**config.mk**
```make
export PLATFORM = sky130hd
export DESIGN_NAME = writeback_stage
export DESIGN_NICKNAME = d
export VERILOG_FILES = /design/src/rtl/riscv_pkg.sv /design/src/rtl/load_extend.sv /design/src/rtl/writeback_stage.sv
export SDC_FILE = /design/constraint.sdc
export NUM_CORES = 1
export LEC_CHECK = 0
export CAP_MARGIN = 0
export CORE_ASPECT_RATIO = 1.5
export CORE_MARGIN = 2
export CORE_UTILIZATION = 50
export DETAILED_ROUTE_END_ITERATION = 8
export MAX_ROUTING_LAYER = met4
export PLACE_DENSITY_LB_ADDON = 0.1
export SLEW_MARGIN = 20
export SYNTH_ARGS = -nofsm -noshare
export SYNTH_HDL_FRONTEND = slang
export SYNTH_HIERARCHICAL = 1
export SYNTH_SLANG_ARGS = --single-unit
```
**constraint.sdc**
```tcl
create_clock -name clk -period 3.24 [get_ports clk]
set_clock_uncertainty 0.15 [all_clocks]
set_input_delay 0.648 -clock clk [delete_from_list [all_inputs] [get_ports clk]]
set_output_delay 0.648 -clock clk [all_outputs]
set_load 0.01 [all_outputs]
```
**src/rtl/riscv_pkg.sv**
```systemverilog
// Shared types and constants for the writeback stage: result-select encoding
// and load funct3 codes.
package riscv_pkg;

  localparam int XLEN = 32;

  typedef enum logic [1:0] {
    RES_ALU  = 2'b00,
    RES_LOAD = 2'b01,
    RES_PC4  = 2'b10,
    RES_IMM  = 2'b11
  } result_src_e;

  localparam logic [2:0] F3_LB  = 3'b000;
  localparam logic [2:0] F3_LH  = 3'b001;
  localparam logic [2:0] F3_LW  = 3'b010;
  localparam logic [2:0] F3_LBU = 3'b100;
  localparam logic [2:0] F3_LHU = 3'b101;

endpackage

```
**src/rtl/load_extend.sv**
```systemverilog
// Combinational load alignment and sign/zero extension of a 32-bit memory word.
// Misaligned halfword offsets fall back to the half selected by offset[1].
module load_extend
  import riscv_pkg::*;
#(
  parameter int XLEN     = riscv_pkg::XLEN,
  parameter bit LOAD_EXT = 1'b1
) (
  input  logic [2:0]      funct3,
  input  logic [1:0]      offset,
  input  logic [XLEN-1:0] word,
  output logic [XLEN-1:0] ext
);

  logic [7:0]  byte_sel;
  logic [15:0] half_sel;

  always_comb begin
    byte_sel = word[{offset, 3'b000} +: 8];
    half_sel = offset[1] ? word[31:16] : word[15:0];
    ext      = word;
    if (LOAD_EXT) begin
      case (funct3)
        F3_LB:   ext = {{(XLEN-8){byte_sel[7]}}, byte_sel};
        F3_LBU:  ext = {{(XLEN-8){1'b0}}, byte_sel};
        F3_LH:   ext = {{(XLEN-16){half_sel[15]}}, half_sel};
        F3_LHU:  ext = {{(XLEN-16){1'b0}}, half_sel};
        default: ext = word;
      endcase
    end
  end

endmodule

```
**src/rtl/writeback_stage.sv**
```systemverilog
// MEM/WB pipeline register with result select, load extension, x0 write
// suppression and a retired-instruction counter.
module writeback_stage
  import riscv_pkg::*;
#(
  parameter int XLEN       = riscv_pkg::XLEN,
  parameter int REG_ADDR_W = 5,
  parameter bit LOAD_EXT   = 1'b1,
  parameter int CNT_W      = 64
) (
  input  logic                  clk,
  input  logic                  rst,
  input  logic                  StallW,
  input  logic                  FlushW,
  input  logic                  ValidM,
  input  logic                  RegWriteM,
  input  logic [1:0]            ResultSrcM,
  input  logic [2:0]            Funct3M,
  input  logic [REG_ADDR_W-1:0] RdM,
  input  logic [XLEN-1:0]       ALUResultM,
  input  logic [XLEN-1:0]       ReadDataM,
  input  logic [XLEN-1:0]       PCPlus4M,
  input  logic [XLEN-1:0]       ImmExtM,
  output logic [XLEN-1:0]       ResultW,
  output logic                  RegWriteW,
  output logic [REG_ADDR_W-1:0] RdW,
  output logic                  ValidW,
  output logic [CNT_W-1:0]      InstRetW
);

  logic                  valid_q,    valid_d;
  logic                  regwrite_q, regwrite_d;
  result_src_e           src_q,      src_d;
  logic [2:0]            funct3_q,   funct3_d;
  logic [REG_ADDR_W-1:0] rd_q,       rd_d;
  logic [XLEN-1:0]       alu_q,      alu_d;
  logic [XLEN-1:0]       rdata_q,    rdata_d;
  logic [XLEN-1:0]       pc4_q,      pc4_d;
  logic [XLEN-1:0]       imm_q,      imm_d;
  logic [CNT_W-1:0]      instret_q,  instret_d;
  logic                  advance;
  logic [XLEN-1:0]       load_ext;

  // A flush overrides a stall, so the W slot is vacated on either.
  always_comb begin
    advance    = FlushW | ~StallW;
    valid_d    = valid_q;
    regwrite_d = regwrite_q;
    src_d      = src_q;
    funct3_d   = funct3_q;
    rd_d       = rd_q;
    alu_d      = alu_q;
    rdata_d    = rdata_q;
    pc4_d      = pc4_q;
    imm_d      = imm_q;
    instret_d  = instret_q;

    if (advance && valid_q) begin
      instret_d = instret_q + CNT_W'(1);
    end

    if (FlushW) begin
      valid_d    = 1'b0;
      regwrite_d = 1'b0;
      src_d      = RES_ALU;
      funct3_d   = '0;
      rd_d       = '0;
      alu_d      = '0;
      rdata_d    = '0;
      pc4_d      = '0;
      imm_d      = '0;
    end else if (!StallW) begin
      valid_d    = ValidM;
      regwrite_d = RegWriteM;
      src_d      = result_src_e'(ResultSrcM);
      funct3_d   = Funct3M;
      rd_d       = RdM;
      alu_d      = ALUResultM;
      rdata_d    = ReadDataM;
      pc4_d      = PCPlus4M;
      imm_d      = ImmExtM;
    end
  end

  always_ff @(posedge clk) begin
    if (rst) begin
      valid_q    <= 1'b0;
      regwrite_q <= 1'b0;
      src_q      <= RES_ALU;
      funct3_q   <= '0;
      rd_q       <= '0;
      alu_q      <= '0;
      rdata_q    <= '0;
      pc4_q      <= '0;
      imm_q      <= '0;
      instret_q  <= '0;
    end else begin
      valid_q    <= valid_d;
      regwrite_q <= regwrite_d;
      src_q      <= src_d;
      funct3_q   <= funct3_d;
      rd_q       <= rd_d;
      alu_q      <= alu_d;
      rdata_q    <= rdata_d;
      pc4_q      <= pc4_d;
      imm_q      <= imm_d;
      instret_q  <= instret_d;
    end
  end

  load_extend #(
    .XLEN     (XLEN),
    .LOAD_EXT (LOAD_EXT)
  ) u_load_extend (
    .funct3 (funct3_q),
    .offset (alu_q[1:0]),
    .word   (rdata_q),
    .ext    (load_ext)
  );

  // Result select and write enable are decoded after the register.
  always_comb begin
    case (src_q)
      RES_ALU:  ResultW = alu_q;
      RES_LOAD: ResultW = load_ext;
      RES_PC4:  ResultW = pc4_q;
      RES_IMM:  ResultW = imm_q;
      default:  ResultW = alu_q;
    endcase
    RegWriteW = regwrite_q & valid_q & (rd_q != '0);
    RdW       = rd_q;
    ValidW    = valid_q;
    InstRetW  = instret_q;
  end

endmodule

```
# Word level (Yosys, flattened, before mapping)
# Index checks and enable logic that the tools add are counted.
[totals]
wordCells = 30
output_inout_bits = 103
in_bits = 144
ff_bits = 204
[op_classes]
n_mux = 3
addsub = 1
n_bitwise = 4
shifts = 1
n_eq_ne = 6
n_reduce_logical = 5
[op_table]
columns = ["operator", "n"]
rows = [
  ["one-hot mux 32 bit (4 select lines)", 2],
  ["adder 64 x 1 -> 64 bit (second input constant)", 1],
  ["variable part select 32 x 6 -> 8 bit", 1],
  ["two-way mux 16 bit", 1],
  ["equality test 3 bit (second input constant)", 2],
  ["nonzero test 5 bit", 1],
  ["equality test 2 bit (second input constant)", 2],
  ["equality test 3 x 1 -> 1 bit (second input constant)", 1],
  ["zero test 3 bit", 1],
  ["bitwise AND 1 bit", 2],
  ["equality test 2 x 1 -> 1 bit (second input constant)", 1],
  ["zero test 2 bit", 1],
  ["OR reduction 2 bit", 1],
  ["logical AND 1 bit", 1],
  ["inverter 1 bit", 1],
  ["bitwise OR 1 bit", 1],
]

# Logic depth before layout (Yosys ltp)
[depth]
depth_word = 3
mapped_depth = 9
depth_no_buf = 6

# Cells and area by module
# The synthesis kept the hierarchy.
[modules_own_cells]
columns = ["module", "seq_area_each_um2", "cells_each", "n_inst", "area_per_inst_um2"]
rows = [
  ["writeback_stage", 4083.9, 893, 1, 8852.2],
  ["load_extend", 0.0, 96, 1, 845.8],
]

# Worst setup path before layout
# No wires, ideal clock.
[synth_timing]
kind = "input-to-reg"
from = "in StallW"
to = "reg instret_q[47] (netlist: InstRetW[47])"
setup_slack_ns = 0.511
setup_time_ns = 0.070
path_buffers = 4
required_time_ns = 3.020
path_stages = 9
t_arrival_ns = 2.508
path_cell_list = "clkbuf_1 nand2b_1 buf_2 nand4_2 or4_1 clkbuf_1 buf_2 or4_1 a21oi_1"
[synth_between]
elab_chain_len = 3
[synth_lines]
columns = ["element", "line_no", "source"]
rows = [
  ["start, declared", "writeback_stage.sv:13", "input logic StallW,"],
  ["inverter 1 bit", "writeback_stage.sv:46", "advance = FlushW | ~StallW;"],
  ["bitwise OR 1 bit", "writeback_stage.sv:46", ""],
  ["logical AND 1 bit", "writeback_stage.sv:58", "if (advance && valid_q) begin"],
  ["end signal, assigned", "writeback_stage.sv:107", "instret_q <= instret_d;"],
  ["end, declared", "writeback_stage.sv:40", "logic [CNT_W-1:0] instret_q, instret_d;"],
]
# No other way between the ends.
# A chain may end at the register's enable or synchronous reset.

# Worst setup path after layout
[layout_timing]
from = "reg alu_q[0]"
to = "out ResultW[9]"
[layout_between]
elab_chain_len = 3
[layout_lines]
columns = ["element", "line_no", "source"]
rows = [
  ["start, declared", "writeback_stage.sv:36", "logic [XLEN-1:0] alu_q, alu_d;"],
  ["start signal, assigned", "writeback_stage.sv:103", "alu_q <= alu_d;"],
  ["variable part select 32 x 6 -> 8 bit", "load_extend.sv:19", "byte_sel = word[{offset, 3'b000} +: 8];"],
  ["one-hot mux 32 bit (4 select lines)", "load_extend.sv:23", "case (funct3)"],
  ["net load_ext[9]", "writeback_stage.sv:42", "logic [XLEN-1:0] load_ext;"],
  ["one-hot mux 32 bit (4 select lines)", "writeback_stage.sv:123", "case (src_q)"],
  ["end, declared", "writeback_stage.sv:24", "output logic [XLEN-1:0] ResultW,"],
]
# The timed path passes the listed nets, and every way through them passes these cells.

==> flow_metrics.env <==
export IMPL_outcome="completed"
export IMPL_yosys_register_bits=204
export IMPL_grt_overflow_total=0
export IMPL_grt_pass1_wl_mm=42.8
export IMPL_p_sw_uw=1270
export IMPL_p_per_area_nw_per_um2=421
export IMPL_critPathArrivalTime_ns=2.43
export IMPL_fin_setup_tns_ns=0
export IMPL_end_kind="primary output"
export IMPL_antenna_found_initial=3
export IMPL_clk_insertion_delay_late_ns=0.49
export IMPL_routed_via_density=5.55
export IMPL_drive_above_1_share=0.165
export IMPL_cts_sinks=204
export IMPL_rows=62
export IMPL_synth_top_cell_area_share=0.421
export IMPL_ys_seq_area_frac=0.421
export IMPL_cp_max_fo=12
export IMPL_ant_nets=0
export IMPL_finalWorstSetupSlack_ns=0.0144
export IMPL_cts_root_buffer="clkbuf_16"
export IMPL_ys_flop_type="dfxtp_1"
export IMPL_pre_cts_ws_ns=-0.0162
export IMPL_gp_congestion=0.906
export IMPL_core_area_sq_um=19100
export IMPL_wl_per_cell_um=17.8
export IMPL_cts_made_buffers=21
export IMPL_hold_buffers=0
export IMPL_finalHoldWorstSlack_ns=0.338
export IMPL_drt_pass1_iterations=6
export IMPL_grt_pass1_vias=8199
export IMPL_synth_edf_count=0
export IMPL_p_int_uw=4390
export IMPL_setup_violations=0
export IMPL_syn_avg_cell_area_sq_um=9.81
export IMPL_io_pins=247
export IMPL_period_needed_ns=3.23
export IMPL_final_nets=1383
export IMPL_p_leak_uw=0.00507
export IMPL_synthCells=989
export IMPL_hpwlAfterDp_mm=19.4
export IMPL_path_cells="mux2_4 -> a22oi_4 -> buf_12 -> o221ai_2 -> mux4_2 -> buf_6"
export IMPL_cp_required_ns=2.44
export IMPL_crit_type="flip-flop to primary output"
export IMPL_maxCapViolCount=0
export IMPL_synth_top_area_cell="dfxtp_1"
export IMPL_numPortBuffers=246
export IMPL_cpMaxStageDelayCell="mux4_2"
export IMPL_grt_max_degree=141
export IMPL_cts_tree="done"
export IMPL_synth_nets=1134
export IMPL_rsz0062_at_grt="true"
export IMPL_clockBufferDepth=3
export IMPL_wl_mm=27.0
export IMPL_dieArea_sq_um=20500
export IMPL_yosys_warnings=6
export IMPL_start_kind="flip-flop"
export IMPL_utilization=0.705
export IMPL_share_clk_of_total_power=0.429
export IMPL_synth_area_leaders="dfxtp_1 (42%), mux2i_1 (15%), mux4_2 (7.4%)"
export IMPL_cpPeakStageDelay_ns=0.48
export IMPL_cts_max_level=1
export IMPL_synthToLayoutAreaGrowth_pct=38.7
export IMPL_fillerInstances=1560
export IMPL_dieHeight_um=175
export IMPL_power_frac_comb=0.109
export IMPL_syn_area_sq_um=9700
export IMPL_regArea_sq_um=4090
export IMPL_timing_slew_headroom=0.347
export IMPL_vias=8397
export IMPL_sw_frac_of_total=0.225
export IMPL_seqPwrFrac=0.461
export IMPL_async_reset_ff_frac=0
export IMPL_hold_viol_final=0
export IMPL_max_freq_mhz=310
export IMPL_die_w_um=118
export IMPL_hold_class="flip-flop to flip-flop"
export IMPL_tightest_slew_ns=0.980
export IMPL_peakVddDrop_v=0.000401
export IMPL_yosys_cell_types_count=54
export IMPL_multi_input_comb_area_sq_um=5370
export IMPL_drv_slew=0
export IMPL_initial_core_util=0.508
export IMPL_finalCritPeriodShare=0.996
export IMPL_track_usage=0.264
export IMPL_drc=0
export IMPL_path_clk_slew_ns=0.06
export IMPL_drt_iter0_markers=471
## routing by layer
layer / vias up / wire [um] / global-route usage
met1: 4006 / 10200 / 0.286
met4: 0 / 1060 / 0.110
li1: 4085 / - / -
met5: - / 0 / -
met2: 247 / 14200 / 0.479
met3: 59 / 1470 / 0.0421
## metrics by stage
stage / instances / instance area (sq um) / power [uW]
6_report: 1512 / 13400 / 5660
5_1_grt: 1511 / 13400 / 5860
4_1_cts: 1508 / 13400 / 5720
3_5_place_dp: 1459 / 12500 / 3270
3_3_place_gp: 1459 / 12500 / 3260
2_1_floorplan: 989 / 9700 / 2960
## path summary, 6_finish.rpt
| path | from | end | slack, ns | depth (start not counted) |
|---|---|---|---|---|
| max | alu_q[0] | ResultW[9] | 0.01 | 6 |
| max reg2reg | InstRetW[24] | InstRetW[56] | 0.46 | 5 |
| min | imm_q[8] | imm_q[8] | 0.34 | 2 |
| min reg2reg | imm_q[8] | imm_q[8] | 0.34 | 2 |
## power groups by stage
stage	clock network (uW)	registers [uW]	logic [uW]
floorplan	0	2650	315
CTS	2490	2610	617
detailed placement	0	2670	601
global placement	0	2670	593
global route	2580	2620	664
finish	2430	2610	618
## registers in the layout, indices dropped and copies added (netlist names)
register    cells
funct3_q        3
ValidW          1
alu_q          32
pc4_q          32
imm_q          32
src_q           2
rdata_q        32
RdW             5
InstRetW       64
regwrite_q      1
## area by class of cell
type / instances / share of cell area
multi-input combinational: 703 / 0.399
sequential: 204 / 0.304
timing repair buffer: 296 / 0.216
clock buffer: 31 / 0.0478
tap: 256 / 0.0238
clock inverter: 6 / 0.00428
inverter: 12 / 0.00335
antenna: 4 / 0.000744
## what timing repair did
action | 4_1_cts | 5_1_grt
setup endpoints to repair | 32 | 25
pin swaps | 8 | 2
setup buffers | 12 | 2
gates resized for setup | 129 | 31
gates cloned | 1 | 0
## worst max-delay path, delay by kind of cell, from the launching register on
| family | cells | cell delay (ns) |
|---|---|---|
| buf+inv | 2 | 0.34 |
| mux | 2 | 0.81 |
| flops | 1 | 0.39 |
| compound gates | 2 | 0.39 |
## synthesized netlist by cell type, types with 4 or more instances
library cell  number
nor3_1            18
nor2_1           187
a21oi_1           38
o31ai_1           13
buf_6              4
a2bb2oi_2         14
mux2i_1          146
or4_1             18
nand2_1           35
o41ai_1            4
inv_1             11
o21ai_0           12
a221o_1            6
o221ai_1           5
nand3_1           19
mux4_2            32
dfxtp_1          204
xnor2_1           27
nor2b_1           14
a2bb2oi_1          6
nor4_1            15
and3_1             8
mux2_2             8
buf_1              8
clkbuf_1          52
nand4_1           23
or3_1             17
## cell families (layout without fill, tap and decap cells)
kind of cell,after synthesis,after routing,share of synthesized area
buffers and inverters,82,345,0.0364
adders and majority gates,1,1,0.00129
and+or+nand+nor,377,377,0.190
xor gates and xnor gates,29,29,0.0262
DFF,204,204,0.421
muxes,187,187,0.236
AOI/OAI and AO/OA,109,109,0.0890
other,0,4,0
## cells in the final DEF (no fill, tap or decap), types with 4 or more instances in the layout
cell type        Yosys  final
a2bb2oi_2           14     17
nand3_1             19     19
nor3_1              18     18
mux4_2              32     32
buf_4                3     37
o21ai_0             12     12
or3_1               17     17
nor2_1             187    187
nand4_1             23     23
nor4_1              15     15
dfxtp_1            204    200
xnor2_1             27     27
a21oi_1             38     37
o221ai_2             0      4
diode_2              0      4
buf_12               0      9
clkbuf_16            0     21
or4_1               18     18
a221o_1              6      6
nand2_1             35     35
buf_6                4     16
o41ai_1              4      4
clkbuf_2             0      8
clkinv_2             0      4
inv_1               11     11
buf_2                3      8
clkdlybuf4s50_1      0    212
mux2_2               8      7
o31ai_1             13     13
and3_1               8      8
mux2i_1            146    145
nor2b_1             14     11
clkbuf_8             0      9
Power figures use the tool's default switching activity.
